`config.mk`:
```
export PLATFORM = sky130hd
export DESIGN_NAME = neuron_layer_seq
export DESIGN_NICKNAME = d
export VERILOG_FILES = /design/src/rtl/nn_pkg.sv /design/src/rtl/seq_addr_gen.sv /design/src/rtl/neuron_layer_seq.sv
export SDC_FILE = /design/constraint.sdc
export NUM_CORES = 1
export LEC_CHECK = 0
export BUFFER_PORTS_ARGS = -buffer_cell sky130_fd_sc_hd__clkbuf_2
export CORE_ASPECT_RATIO = 0.75
export CORE_UTILIZATION = 44
export CTS_CLUSTER_DIAMETER = 40
export DETAILED_ROUTE_END_ITERATION = 8
export PLACE_DENSITY = 0.83
export SYNTH_ARGS = -nofsm -noshare
export SYNTH_HDL_FRONTEND = slang
export SYNTH_SLANG_ARGS = --single-unit
```
`constraint.sdc`:
```
create_clock -name clk -period 1.87 [get_ports clk]
set_input_delay 0.2805 -clock clk [delete_from_list [all_inputs] [get_ports clk]]
set_output_delay 0.2805 -clock clk [all_outputs]
set_load 0.05 [all_outputs]
```
`src/rtl/nn_pkg.sv`:
```
// Shared types and helpers for the layer sequencer: FSM state encoding,
// default datapath width and an address-width helper.
package nn_pkg;

    localparam int DATA_W_DEF = 16;

    typedef enum logic [2:0] {
        IDLE,
        INIT,
        STREAM,
        WAIT,
        WRITE,
        DONE
    } state_t;

    // Width of an index covering 0..n-1; never narrower than one bit.
    function automatic int addr_w(input int n);
        return (n > 1) ? $clog2(n) : 1;
    endfunction

endpackage

```
`src/rtl/seq_addr_gen.sv`:
```
// Input index i, neuron index j and the running weight address for the
// layer sequencer, with terminal-count flags for the FSM.
module seq_addr_gen
    import nn_pkg::*;
#(
    parameter int NUM_INPUTS  = 784,
    parameter int NUM_NEURONS = 10,
    localparam int IW = addr_w(NUM_INPUTS),
    localparam int JW = addr_w(NUM_NEURONS),
    localparam int WW = addr_w(NUM_INPUTS * NUM_NEURONS)
) (
    input  logic          clk,
    input  logic          rst,
    input  logic          clr,
    input  logic          step_i,
    input  logic          step_j,
    output logic [IW-1:0] i,
    output logic [JW-1:0] j,
    output logic [WW-1:0] w_addr,
    output logic          i_last,
    output logic          j_last
);

    localparam logic [IW-1:0] I_LAST = IW'(NUM_INPUTS - 1);
    localparam logic [JW-1:0] J_LAST = JW'(NUM_NEURONS - 1);

    assign i_last = (i == I_LAST);
    assign j_last = (j == J_LAST);

    // Weight rows are contiguous, so a free-running increment yields
    // j*NUM_INPUTS+i without a multiplier.
    always_ff @(posedge clk or posedge rst) begin
        if (rst) begin
            i      <= '0;
            j      <= '0;
            w_addr <= '0;
        end else if (clr) begin
            i      <= '0;
            j      <= '0;
            w_addr <= '0;
        end else begin
            if (step_i) begin
                i      <= i_last ? '0 : i + 1'b1;
                w_addr <= w_addr + 1'b1;
            end
            if (step_j)
                j <= j + 1'b1;
        end
    end

endmodule

```
`src/rtl/neuron_layer_seq.sv`:
```
// Time-multiplexes one neuron datapath over all outputs of a dense layer.
// Optional WAIT watchdog: define NEURON_LAYER_SEQ_WDOG_EN.
module neuron_layer_seq
    import nn_pkg::*;
#(
    parameter int DATA_W      = DATA_W_DEF,
    parameter int NUM_INPUTS  = 784,
    parameter int NUM_NEURONS = 10,
    parameter int WDOG_CYCLES = 16,
    localparam int IW = addr_w(NUM_INPUTS),
    localparam int JW = addr_w(NUM_NEURONS),
    localparam int WW = addr_w(NUM_INPUTS * NUM_NEURONS)
) (
    input  logic              clk,
    input  logic              rst,
    input  logic              start,
    output logic              busy,
    output logic              done,
    output logic              error,
    output logic [IW-1:0]     in_addr,
    input  logic [DATA_W-1:0] in_data,
    output logic [WW-1:0]     w_addr,
    input  logic [DATA_W-1:0] w_data,
    output logic [JW-1:0]     b_addr,
    input  logic [DATA_W-1:0] b_data,
    output logic              neu_rst,
    output logic              neu_valid,
    output logic [DATA_W-1:0] neu_data,
    output logic [DATA_W-1:0] neu_weight,
    output logic [DATA_W-1:0] neu_bias,
    input  logic [DATA_W-1:0] neu_out,
    input  logic              neu_out_valid,
    output logic [JW-1:0]     res_addr,
    output logic [DATA_W-1:0] res_data,
    output logic              res_we
);

    state_t        state;
    logic [IW-1:0] i;
    logic [JW-1:0] j;
    logic          i_last;
    logic          j_last;

    assign neu_data   = in_data;
    assign neu_weight = w_data;
    assign neu_bias   = b_data;
    assign in_addr    = i;
    assign b_addr     = j;

    seq_addr_gen #(
        .NUM_INPUTS (NUM_INPUTS),
        .NUM_NEURONS(NUM_NEURONS)
    ) u_addr (
        .clk   (clk),
        .rst   (rst),
        .clr   (state == IDLE),
        .step_i(state == STREAM),
        .step_j((state == WRITE) && !j_last),
        .i     (i),
        .j     (j),
        .w_addr(w_addr),
        .i_last(i_last),
        .j_last(j_last)
    );

`ifdef NEURON_LAYER_SEQ_WDOG_EN
    localparam int WDW = addr_w(WDOG_CYCLES);
    localparam logic [WDW-1:0] WDOG_LAST = WDW'(WDOG_CYCLES - 1);
    logic [WDW-1:0] wdog;
    logic           err_q;
    assign error = err_q;
`else
    assign error = 1'b0;
`endif

    always_ff @(posedge clk or posedge rst) begin
        if (rst) begin
            state     <= IDLE;
            busy      <= 1'b0;
            done      <= 1'b0;
            neu_rst   <= 1'b0;
            neu_valid <= 1'b0;
            res_we    <= 1'b0;
            res_addr  <= '0;
            res_data  <= '0;
`ifdef NEURON_LAYER_SEQ_WDOG_EN
            wdog      <= '0;
            err_q     <= 1'b0;
`endif
        end else begin
            done      <= 1'b0;
            neu_rst   <= 1'b0;
            res_we    <= 1'b0;
            // Delayed one cycle to line up with the memories' read latency.
            neu_valid <= (state == STREAM);
`ifdef NEURON_LAYER_SEQ_WDOG_EN
            wdog      <= '0;
`endif
            case (state)
                IDLE: begin
                    if (start) begin
                        state   <= INIT;
                        busy    <= 1'b1;
                        neu_rst <= 1'b1;
`ifdef NEURON_LAYER_SEQ_WDOG_EN
                        err_q   <= 1'b0;
`endif
                    end
                end
                INIT: state <= STREAM;
                STREAM: begin
                    if (i_last)
                        state <= WAIT;
                end
                WAIT: begin
                    if (neu_out_valid) begin
                        res_we   <= 1'b1;
                        res_addr <= j;
                        res_data <= neu_out;
                        state    <= WRITE;
                    end
`ifdef NEURON_LAYER_SEQ_WDOG_EN
                    else if (wdog == WDOG_LAST) begin
                        // Abandon the rest of the layer but still close the handshake.
                        err_q <= 1'b1;
                        done  <= 1'b1;
                        state <= DONE;
                    end else begin
                        wdog <= wdog + 1'b1;
                    end
`endif
                end
                WRITE: begin
                    if (j_last) begin
                        done  <= 1'b1;
                        state <= DONE;
                    end else begin
                        state <= STREAM;
                    end
                end
                DONE: begin
                    busy  <= 1'b0;
                    state <= IDLE;
                end
                default: state <= IDLE;
            endcase
        end
    end

endmodule

```
* Word level (Yosys, flattened, before mapping)
Cells that the tools add are included.
** Storage, ports and cells
- Flip-flop bits (word level) :: 55
- Bits of input ports :: 68
- Output and inout port bits :: 101
- Logic and storage cells :: 53
** Cells by class
- $add $sub $neg :: 3
- Eq/ne operators :: 10
- Mux-type cells :: 20
- Reduce and logical (&&, ||, !) cells :: 9
** Operator list (count)
- two-way mux 10 bit :: 3
- two-way mux 13 bit :: 2
- case mux 3 bit (5 select lines) :: 1
- adder 13 x 1 -> 13 bit, second input constant :: 1
- two-way mux 3 bit :: 4
- adder 10 x 1 -> 10 bit, second input constant :: 1
- == test 10 bit, second input constant :: 1
- two-way mux 4 bit :: 2
- two-way mux 1 bit :: 7
- == test 3 x 2 -> 1 bit, second input constant :: 2
- == test 3 bit, second input constant :: 2
- inequality test 2 bit, second input constant :: 3
- nonzero test 2 bit :: 3
- adder 4 x 1 -> 4 bit, second input constant :: 1
- == test 4 bit, second input constant :: 1
- AND reduction 2 bit :: 2
- == test 3 x 1 -> 1 bit, second input constant :: 1
- zero test 3 bit :: 1
- AND reduction 3 bit :: 1
- case mux 1 bit (2 select lines) :: 1
- logical AND 1 bit :: 1
- zero test 1 bit :: 1

* Depth between registers and ports, before layout
Gate-level depths: netlist of the first run.
- Depth in word-level cells :: 5
- Mapped depth :: 8
- Depth with buffers taken out :: 6

* Hierarchy
From an unflattened synthesis of the first run, not the netlist that was laid out.
** Second synthesis, totals
- Cell total of the unflattened synthesis :: 266
- Area total of the unflattened synthesis :: 2937.8 sq um
** Modules (own cells, without submodules)
- neuron_layer_seq :: instances 1, cells each 127, area an instance 1566.5 sq um, sequential area each 700.7 sq um
- seq_addr_gen :: instances 1, cells each 139, area an instance 1371.3 sq um, sequential area each 675.6 sq um

* Worst setup path before layout of the first run
OpenSTA, ideal clock, no wires.
- Path type :: reg2reg
- From :: register u_addr.i[0]
- To :: register u_addr.i[6]
- Library setup time :: 0.121 ns
- Arrival time :: 1.832 ns
- Required time :: 1.749 ns
- Slack :: -0.084 ns
- Stages on the path, launching flop included :: 6
- Buffers on the path :: 0
- Period minus slack after synthesis :: 1.954 ns
- Cells stage by stage :: dfrtp_1 > ha_1 > nand3_1 > o41ai_2 > o21ai_1 > a22o_1
** Between the ends
- Longest elaborated chain between the ends :: 4
- Elaborated cells between the ends (all ways) :: 5
- Those cells by class :: 1 x add/sub; 1 x eq/ne; 3 x mux
** Ends and longest elaborated chain
- start, declared :: line seq_addr_gen.sv:17 : output logic [IW-1:0] i,
- start signal, assigned :: line seq_addr_gen.sv:43 : i <= i_last ? '0 : i + 1'b1;
- adder 10 x 1 -> 10 bit or == test 10 bit (tied branches) :: line seq_addr_gen.sv:43, seq_addr_gen.sv:27
- two-way mux 10 bit (*) :: line seq_addr_gen.sv:43
- two-way mux 10 bit (*) :: line seq_addr_gen.sv:42 : if (step_i) begin
- two-way mux 10 bit (*) :: line seq_addr_gen.sv:37 : end else if (clr) begin
Every way passes the cells marked *; elsewhere a longest branch is shown, timed or not. The select of a mux whose other input is x is not followed.
A chain may end at the register's enable or synchronous reset.

* Final worst setup path of the first run
- From :: register state[2]
- To :: register u_addr.w_addr[8]
** Between the ends
- Longest elaborated chain between the ends :: 2
- Elaborated cells between the ends (all ways) :: 4
- Those cells by class :: 1 x eq/ne; 1 x mux; 2 x reduce/logical
** Ends and longest elaborated chain
- start, declared :: line neuron_layer_seq.sv:38 : state_t state;
- start signal, assigned :: line neuron_layer_seq.sv:78 : state <= IDLE;
- start signal, assigned :: line neuron_layer_seq.sv:102 : state <= INIT;
- start signal, assigned :: line neuron_layer_seq.sv:110 : INIT: state <= STREAM;
- == test 3 x 2 -> 1 bit or zero test 3 bit (tied branches) :: line neuron_layer_seq.sv:57, neuron_layer_seq.sv:56
- nonzero test 2 bit (no source line) or two-way mux 13 bit (tied branches)
- end signal, assigned :: line seq_addr_gen.sv:44 : w_addr <= w_addr + 1'b1;
- end, declared :: line seq_addr_gen.sv:19 : output logic [WW-1:0] w_addr,
Several ways; a longest one is shown, not always the timed one.

==> key figures, run 1 <==
CTS
  – CTS buffer count: 5
  – CTS tree: yes
  – Clock Latency Late Sink: 310 ps
  – Clk root buf: clkbuf_8
  – Worst-path clk slew: 100 ps
  – Max clock buf depth: 2
  – H-tree levels: 2
  – Clk sink count: 55

Timing
  – Hold Vio Cnt, Final: 0
  – Max Freq: 0.579 GHz
  – Period utilisation layout: 0.923
  – PnR worst setup slack: 144 ps
  – Final min period: 1730 ps
  – Final Setup Violations: 0
  – Slew Limit Fails: 0
  – Worst Skew: 7.18 ps

Routing
  – Drt via density: 5.30
  – Vias: 2,068
  – Total wire length: 5.60 mm
  – First DRT Iteration DRCs: 99
  – Detail Route Antenna Nets: 0
  – DRC viols: 0
  – Wire per inst: 14.4 um
  – Drt first pass iters: 4

Place
  – DP Worst Slack: 147 ps
  – Placed insts: 379
  – I/O Buffers: 71
  – Final GP Congestion: 0.837
  – Detailed Place HPWL: 4.05 mm

Finish
  – Final net count: 383
  – Most common cell after layout, fill and taps aside: clkbuf_2
  – Non-filler cells, final: 390
  – Fillers: 552
  – Synth-to-Final Area Change: 10.4%
  – Most frequent cells in the layout: clkbuf_2 (71), dfrtp_1 (53), nand3_1 (20), nand2_1 (20), o21ai_0 (20)
  – N_diodes: 0
  – Layout cells sized above 1: 0.372

Yosys
  – Seq cells post-synth: 55
  – XOR/XNOR Fraction of Synth Area: 0.0123
  – YS warnings: 0
  – Synth Net Count: 348
  – Synth top area cells: dfrtp_1 (48%), buf_4 (13%), mux2_2 (7.5%)
  – Mux cell area share after synthesis: 0.0892
  – Sequential fraction of the synthesis area: 0.483
  – Cell taking the most area after synthesis: dfrtp_1
  – Post-Synth Adder-Cell Area: 0.0176
  – Mapped Cells: 276
  – Synth unique cells: 39
  – Compound-Gate Fraction of Synth Area: 0.0887
  – Share of the synthesized area in the top cell type: 0.483
  – Largest family of logic cells by synthesized area: simple AND/OR/NAND/NOR gates
  – Post-synthesis simple-gate area fraction: 0.156
  – Avg Cell Area, Syn: 10.3 um2
  – Post-Syn Area: 2850 um2

Floorplan
  – Die area: 6800 um2
  – Die Y: 71.7 um
  – Starting density of the core: 0.472
  – Die width: 94.9 um
  – Core box area: 6040 um2
  – # IOs: 169
  – Rows: 24

Pwr
  – Peak VDD IR: 0.000502 V
  – Sw power: 0.00225 W
  – Combinational share of power: 0.479
  – Switching part of the total power: 0.464
  – Pwr Density: 1540 nW/um2
  – Clock power frac: 0.173
  – Sequential share of power: 0.348
  – Lkg Pwr: 1.62 nW
  – Internal power: 0.00259 W

Min path
  – Worst min-delay path category: in2reg

Setup path
  – Critical path startpoint category: flop
  – Crit-path max cell delay: 500 ps
  – Critical path class: reg2reg
  – Endpoint class of the critical path: flop
  – WP data required: 2100 ps
  – Slowest stage cell, crit path: dfrtp_1
  – Crit path arrival time: 1960 ps
  – Crit Path Max Fanout: 10
  – Most used cell, CP: nand3_1
  – Cell Chain, Critical Path: inv_1, nand3_1, clkinvlp_4, and3_1, nand3_1, mux2i_1

Run status
  – Outcome: complete, no violations

Global routing
  – First-pass GRT wire length: 8.88 mm
  – Largest net degree at the start of global routing: 37
  – Vias in the first global route: 1,873
  – Initial antenna violation count: 0
  – All-Layer GR Usage: 0.169
  – GRT overflow: 0

Run
  – Max-cap viol count: 0
-- power by group through the flow --
stage | clock (W) | sequential [W] | combinational, W
after floorplan | 0 | 0.00260 | 0.00102
after global placement | 0 | 0.00169 | 0.00221
after detailed placement | 0 | 0.00171 | 0.00224
after CTS | 0.000865 | 0.00169 | 0.00226
after global routing | 0.000904 | 0.00173 | 0.00246
final | 0.000837 | 0.00169 | 0.00232
-- worst max-delay path, delay by kind of cell, from the launching register on --
| family | cells | cell delay (ps) |
|---|---|---|
| buf+inv | 2 | 410 |
| flops | 1 | 500 |
| mux | 1 | 180 |
| simple gates | 3 | 560 |
-- area by class of cell --
type                       count  area [um2]  area share
clock inverter                 2        38.8      0.0123
tap                           78        97.6      0.0310
multi-input combinational    159        1050       0.335
timing repair buffer          84         468       0.149
clock buffer                   6        82.6      0.0263
sequential                    55        1380       0.439
inverter                       6        26.3     0.00836
-- synthesized netlist by cell type --
cell type,number
o41ai_2,1
a22o_1,3
nor2b_1,2
xor2_1,4
mux2_2,19
nor3_1,2
nand4_1,6
or2_1,1
and2_1,4
nand2b_1,3
o22ai_1,1
a21o_1,2
and3_1,6
o21ai_1,3
or3_1,5
nor3b_1,2
nand3b_1,1
mux2i_1,4
a21oi_1,6
buf_4,50
o31ai_1,1
clkbuf_1,2
dfrtp_1,55
nand3_1,20
and4_1,1
nand2_1,20
or4_1,1
nor2_1,10
or2_2,1
inv_1,6
o21ai_0,20
o211ai_1,1
nand4b_1,1
buf_6,1
a32o_1,2
conb_1,1
a2bb2oi_1,1
buf_2,3
ha_1,4
-- repair_timing --
item,4_1_cts,5_1_grt
hold endpoints to repair,19,0
endpoints found under the setup margin,0,4
buffers inserted,0,2
resized for setup,0,2
hold buffers,1,0
-- path summary, 6_finish.rpt --
kind                                    startpoint                      endpoint  slack, ps  cells after the start
max reg2reg                   state[2]$_DFFE_PP0P_  u_addr.w_addr[8]$_DFFE_PP0P_        140                      6
min in group asynchronous                      rst       res_data[7]$_DFFE_PP0P_        500                      3
min                                     neu_out[3]       res_data[3]$_DFFE_PP0P_        200                      2
min reg2reg                res_addr[1]$_DFFE_PP0P_       res_addr[1]$_DFFE_PP0P_        500                      2
max                           state[2]$_DFFE_PP0P_  u_addr.w_addr[8]$_DFFE_PP0P_        140                      6
max in group asynchronous                      rst       u_addr.i[0]$_DFFE_PP0P_        820                      4
-- per-layer routing --
| layer | global-route usage | vias up | part of all wire |
|---|---|---|---|
| li1 | - | 976 | - |
| met1 | 0.237 | 967 | 0.46 |
| met2 | 0.247 | 110 | 0.45 |
| met3 | 0.0552 | 15 | 0.076 |
| met4 | 0.0539 | 0 | 0.014 |
| met5 | 0 | - | 0 |
-- cells by family (layout without fill, tap and decap cells) --
| group | after synthesis | in the layout |
|---|---|---|
| AO/OA/AOI/OAI | 41 | 41 |
| XOR/XNOR | 4 | 4 |
| adder cells (fa/ha/maj) | 4 | 4 |
| buffers and inverters | 62 | 98 |
| flip-flops | 55 | 55 |
| multiplexers | 23 | 23 |
| other | 1 | 1 |
| AND/OR/NAND/NOR | 86 | 86 |
-- sequential cells by signal (all words and copies together), names as in the netlist --
register / flops
neu_valid: 1
res_data: 16
done: 1
u_addr.i: 10
res_addr: 4
state: 3
u_addr.j: 4
busy: 1
neu_rst: 1
u_addr.w_addr: 13
res_we: 1
-- metrics by stage --
step / power (W) / hold WS [ps] / setup TNS (ps) / instance area (um2) / util
3_3_place_gp: 0.00390 / 286 / 0 / 2980 / 0.494
4_1_cts: 0.00481 / 185 / 0 / 3110 / 0.516
6_report: 0.00484 / 197 / 0 / 3140 / 0.521
5_1_grt: 0.00510 / 181 / -0.888 / 3140 / 0.521
2_1_floorplan: 0.00363 / 409 / 0 / 2850 / -
3_5_place_dp: 0.00396 / 299 / 0 / 2980 / 0.494
Power figures use the tool's default switching activity.
==> inputs of run 2 (changes only) <==
--- a/config.mk
+++ b/config.mk
@@ -7,10 +7,10 @@
 export LEC_CHECK = 0
 export BUFFER_PORTS_ARGS = -buffer_cell sky130_fd_sc_hd__clkbuf_2
 export CORE_ASPECT_RATIO = 0.75
-export CORE_UTILIZATION = 44
+export CORE_UTILIZATION = 47
 export CTS_CLUSTER_DIAMETER = 40
 export DETAILED_ROUTE_END_ITERATION = 8
-export PLACE_DENSITY = 0.83
+export PLACE_DENSITY = 0.88
 export SYNTH_ARGS = -nofsm -noshare
 export SYNTH_HDL_FRONTEND = slang
 export SYNTH_SLANG_ARGS = --single-unit
==> constraint.sdc (replaced) <==
create_clock -name clk -period 2 [get_ports clk]
set_input_delay 0.3 -clock clk [delete_from_list [all_inputs] [get_ports clk]]
set_output_delay 0.3 -clock clk [all_outputs]
set_load 0.05 [all_outputs]
==> run 2 against run 1 <==
  * Clock skew fell by 2.0 ps
  * Clock power decreased by 24%
  * Global-route usage increased by 1.3 points
  * Critical path type unchanged
  * Largest power group unchanged
==> key figures, run 2 (same netlist as run 1, synthesis figures left out) <==
CTS
  – CTS tree: yes
  – Worst-path clk slew: 90 ps
  – CTS buffer count: 5
  – Clk sink count: 55
  – Clk root buf: clkbuf_8
  – H-tree levels: 2
  – Max clock buf depth: 2
  – Clock Latency Late Sink: 300 ps

Timing
  – RSZ-0062 raised after global routing: false
  – PnR worst setup slack: 254 ps
  – Worst Skew: 5.23 ps
  – Hold Vio Cnt, Final: 0
  – Total Neg Setup Slack: 0 ps
  – Max Freq: 0.573 GHz
  – Hold WS: 225 ps
  – Slew Limit Fails: 0
  – Final Setup Violations: 0
  – Period utilisation layout: 0.873
  – Final min period: 1750 ps

Pwr
  – Peak VDD IR: 0.000609 V
  – Pwr Density: 1400 nW/um2
  – Lkg Pwr: 1.58 nW

Routing
  – Drt first pass iters: 4
  – Drt via density: 5.37
  – Wire per inst: 14.3 um
  – Total wire length: 5.52 mm
  – Detail Route Antenna Nets: 0
  – First DRT Iteration DRCs: 62
  – DRC viols: 0
  – Vias: 2,068

Setup path
  – Flop-to-flop setup slack: 250 ps
  – Reg2Reg Depth: 5
  – Worst R2R End: u_addr.i[6]$_DFFE_PP0P_
  – Worst path depth: 5
  – CP Capture Point: u_addr.i[6]$_DFFE_PP0P_
  – Critical path origin: u_addr.i[0]$_DFFE_PP0P_
  – Crit-path max cell delay: 470 ps
  – CP bufs+invs: 0
  – Endpoint class of the critical path: flop
  – WP data required: 2190 ps
  – Critical path class: reg2reg
  – Delay-heaviest family, CP: compound AO/OA/AOI/OAI gates
  – Crit path arrival time: 1940 ps
  – Launch point of the worst reg-to-reg path: u_addr.i[0]$_DFFE_PP0P_
  – Slowest stage cell, crit path: o41ai_4
  – Cell Chain, Critical Path: ha_1, nand3_1, o41ai_4, o21ai_1, a22o_1
  – Critical path startpoint category: flop
  – Crit Path Max Fanout: 6

Finish
  – Non-filler cells, final: 385
  – Largest Register: res_data
  – Final net count: 378
  – Synth-to-Final Area Change: 7.47%
  – Multi-input gate area: 1050 um2
  – Final Util: 0.526
  – Register area: 1380 um2
  – Biggest regs: res_data (16), u_addr.w_addr (13), u_addr.i (10)
  – Layout cells sized above 1: 0.349
  – Most common cell after layout, fill and taps aside: clkbuf_2
  – Fillers: 521
  – N_diodes: 0
  – Largest register FFs: 16
  – Most frequent cells in the layout: clkbuf_2 (71), dfrtp_1 (55), nand3_1 (20), nand2_1 (20), o21ai_0 (20)

Place
  – I/O Buffers: 71
  – Final GP Congestion: 0.860
  – Detailed Place HPWL: 4.04 mm
  – Placed insts: 376
  – DP Worst Slack: 210 ps

Global routing
  – All-Layer GR Usage: 0.182
  – GRT overflow: 0
  – Largest net degree at the start of global routing: 24
  – First-pass GRT wire length: 9.29 mm
  – Initial antenna violation count: 0
  – Vias in the first global route: 2,014

Min path
  – Worst min-delay path category: in2reg

Floorplan
  – Die width: 91.9 um
  – Rows: 24
  – Starting density of the core: 0.489
  – Core box area: 5830 um2
  – # IOs: 169
  – Die Y: 69.4 um
  – Die area: 6380 um2

Run status
  – Outcome: complete, no violations

Run
  – Max-cap viol count: 0
-- run 2: cell types whose count changed in the layout (fill, tap and decap cells not counted) --
| cell | delta |
|---|---|
| clkbuf_1 | +1 |
| dfrtp_1 | +2 |
| buf_12 | -1 |
| inv_1 | +1 |
| bufinv_16 | -1 |
| clkinvlp_4 | -1 |
| dfrtp_2 | -2 |
| buf_4 | -4 |
| clkinv_4 | +1 |
| inv_6 | -1 |
-- run 2: power by group --
group	switching (W)	total [W]	internal (W)	leakage, nW
Sequential	0.000208	0.00159	0.00138	0.724
Combinational	0.00149	0.00206	0.000572	0.812
Clock	0.000351	0.000635	0.000285	0.0484
Total	0.00205	0.00428	0.00224	1.58
-- run 2: what timing repair did --
action	in CTS	in global routing
endpoints found under the hold margin	18	0
endpoints found under the setup margin	0	2
hold buffers	1	0
buffers inserted	0	0
resized for setup	0	1
-- run 2: cell type report --
type	count	area share
Sequential cell	55	0.450
Multi-Input combinational cell	159	0.344
Timing Repair Buffer	79	0.136
Tap cell	78	0.0319
Clock buffer	7	0.0282
Inverter	6	0.00736
Clock inverter	1	0.00286
-- run 2: per-stage QoR --
stage	instance area, um2	power [W]
final	3060	0.00428
after global routing	3060	0.00455
after CTS	3050	0.00431
after detailed placement	2950	0.00367
after global placement	2950	0.00361
after floorplan	2850	0.00339
-- run 2: routing by layer --
metal	share of wire	up-vias	GRT usage	routed length, um
met1	0.47	987	0.253	2570
met2	0.45	92	0.263	2460
met3	0.073	18	0.0570	400
met5	0	-	0	0
met4	0.016	0	0.0764	87
li1	-	971	-	-
-- run 2: worst min path at each step --
stage	from	endpoint	slack, ps	cells past startpoint
final	neu_out[15]	res_data[15]$_DFFE_PP0P_	220	2
after global routing	neu_out[11]	res_data[11]$_DFFE_PP0P_	210	2
after CTS	neu_out[15]	res_data[15]$_DFFE_PP0P_	210	2
after detailed placement	rst	res_data[8]$_DFFE_PP0P_	290	2
after global placement	rst	res_data[2]$_DFFE_PP0P_	290	2
after floorplan	start	neu_rst$_DFF_PP0_	430	1
==> inputs of run 3 (changes only) <==
--- a/config.mk
+++ b/config.mk
@@ -6,11 +6,13 @@
 export NUM_CORES = 1
 export LEC_CHECK = 0
 export BUFFER_PORTS_ARGS = -buffer_cell sky130_fd_sc_hd__clkbuf_2
+export CELL_PAD_IN_SITES_DETAIL_PLACEMENT = 0
+export CELL_PAD_IN_SITES_GLOBAL_PLACEMENT = 2
 export CORE_ASPECT_RATIO = 0.75
-export CORE_UTILIZATION = 47
+export CORE_UTILIZATION = 26
 export CTS_CLUSTER_DIAMETER = 40
 export DETAILED_ROUTE_END_ITERATION = 8
-export PLACE_DENSITY = 0.88
+export PLACE_DENSITY = 0.87
 export SYNTH_ARGS = -nofsm -noshare
 export SYNTH_HDL_FRONTEND = slang
 export SYNTH_SLANG_ARGS = --single-unit
==> run 3 against run 2 <==
  * Sequential cell count unchanged
  * Non-clock buffer count rose by 1
  * Total power increased by 8.7%
  * Register-to-register slack hardly changed
  * Critical path type unchanged
  * Critical endpoint unchanged
  * Largest cell class unchanged
  * Highest routed layer unchanged
==> key figures, run 3 (same netlist as run 1, synthesis figures left out) <==
Timing
  – Slew Limit Fails: 0
  – Worst Skew: 4.54 ps
  – Total Neg Setup Slack: 0 ps
  – Final Setup Violations: 0
  – Max Freq: 0.573 GHz
  – Period utilisation layout: 0.873
  – RSZ-0062 raised after global routing: false
  – Hold Vio Cnt, Final: 0
  – Final min period: 1750 ps
  – PnR worst setup slack: 254 ps

Floorplan
  – Die width: 123 um
  – # IOs: 169
  – Die area: 11,400 um2
  – Die Y: 92.7 um
  – Starting density of the core: 0.273
  – Rows: 32
  – Core box area: 10,500 um2

CTS
  – Clk root buf: clkbuf_16
  – Max clock buf depth: 2
  – Clk sink count: 55
  – CTS tree: yes
  – CTS buffer count: 5
  – Clock Latency Late Sink: 290 ps
  – # resized after CTS: 0
  – Hold_buf cts: 0
  – Worst-path clk slew: 70 ps
  – Post-CTS Setup Bufs: 0
  – H-tree levels: 2

Setup path
  – Cell Chain, Critical Path: ha_1, nand3_1, o41ai_2, o21ai_1, a22o_1
  – Worst R2R End: u_addr.i[6]$_DFFE_PP0P_
  – Endpoint class of the critical path: flop
  – Crit-path max cell delay: 530 ps
  – Critical path startpoint category: flop
  – Critical path class: reg2reg
  – Crit path arrival time: 1930 ps
  – Crit Path Max Fanout: 6
  – WP data required: 2190 ps
  – Launch point of the worst reg-to-reg path: u_addr.i[0]$_DFFE_PP0P_
  – Slowest stage cell, crit path: o41ai_2
  – Reg2Reg Depth: 5
  – Flop-to-flop setup slack: 250 ps

Finish
  – Largest Register: res_data
  – N_diodes: 0
  – Most common cell after layout, fill and taps aside: clkbuf_2
  – Biggest regs: res_data (16), u_addr.w_addr (13), u_addr.i (10)
  – Final Instance Area: 3220 um2
  – Final Util: 0.308
  – Most frequent cells in the layout: clkbuf_2 (71), dfrtp_1 (55), nand3_1 (20), nand2_1 (20), o21ai_0 (20)
  – Layout cells sized above 1: 0.357
  – Synth-to-Final Area Change: 13.0%
  – Largest register FFs: 16
  – Final net count: 379
  – Non-filler cells, final: 444

Pwr
  – Peak VDD IR: 0.000492 V
  – Lkg Pwr: 1.62 nW
  – Pwr Density: 1450 nW/um2

Routing
  – Drt first pass iters: 4
  – Wire per inst: 13.3 um
  – Total wire length: 5.90 mm
  – Detail Route Antenna Nets: 0
  – DRT met1 WL: 2.91 mm
  – Met3 wire length: 443 um
  – First DRT Iteration DRCs: 143
  – Top Metal Used: met4
  – WL met2: 2.46 mm
  – Drt via density: 4.51
  – DRC viols: 0
  – Vias: 2,001

Global routing
  – Initial antenna violation count: 0
  – Vias in the first global route: 1,878
  – GRT overflow: 0
  – Largest net degree at the start of global routing: 56
  – First-pass GRT wire length: 9.58 mm
  – All-Layer GR Usage: 0.108

Run status
  – Outcome: complete, no violations

Min path
  – Worst min-delay path category: in2async

Place
  – Detailed Place HPWL: 4.29 mm
  – Placed insts: 436
  – DP Area: 3050 um2
  – Final GP Congestion: 0.766
  – DP Worst Slack: 243 ps
  – I/O Buffers: 71

Run
  – Max-cap viol count: 0
## run 3: changes by cell type in the layout (fill, tap and decap cells not counted), sizes merged
cell / delta
bufinv: +1
dlygate4sd3: -1
buf: +2
clkbuf: -1
## run 3: area by class of cell
cell class	count	area (um2)
multi-input combinational	159	1040
fill	1069	7230
clock buffer	6	139
clock inverter	2	35.0
inverter	6	22.5
timing repair buffer	80	435
tap	136	170
sequential	55	1380
## run 3: critical path: cells and delay by family, from the launching register on
kind,cells,cell delay (ps)
adder cells (fa/ha/maj),1,210
flip-flops,1,390
AND/OR/NAND/NOR,1,200
AO/OA/AOI/OAI,3,830
## run 3: how the worst max path moves through the flow
stage,startpoint,slack (ps),to
6_report,u_addr.i[0]$_DFFE_PP0P_,250,u_addr.i[6]$_DFFE_PP0P_
5_1_grt,u_addr.i[1]$_DFFE_PP0P_,80,u_addr.i[3]$_DFFE_PP0P_
4_1_cts,u_addr.i[0]$_DFFE_PP0P_,230,u_addr.i[3]$_DFFE_PP0P_
3_5_place_dp,u_addr.i[0]$_DFFE_PP0P_,240,u_addr.i[3]$_DFFE_PP0P_
3_3_place_gp,u_addr.i[0]$_DFFE_PP0P_,280,u_addr.i[3]$_DFFE_PP0P_
2_1_floorplan,u_addr.i[0]$_DFFE_PP0P_,50,u_addr.i[6]$_DFFE_PP0P_
## run 3: where the power goes
part	leakage (nW)	internal [W]	switching, W
combinational	0.804	0.000563	0.00150
clock	0.0868	0.000623	0.000395
sequential	0.724	0.00138	0.000187
total	1.62	0.00257	0.00208
## run 3: routing by layer
layer / GRT usage / vias up
li1: - / 975
met1: 0.152 / 949
met2: 0.151 / 60
met3: 0.0413 / 17
met4: 0.0356 / 0
met5: 0 / -
## run 3: stage by stage
step                total power (W)  hold slack, ps
floorplan                   0.00339             429
global placement            0.00367             370
detailed placement          0.00369             367
CTS                         0.00474            47.8
global route                0.00494            62.9
finish                      0.00465            37.4
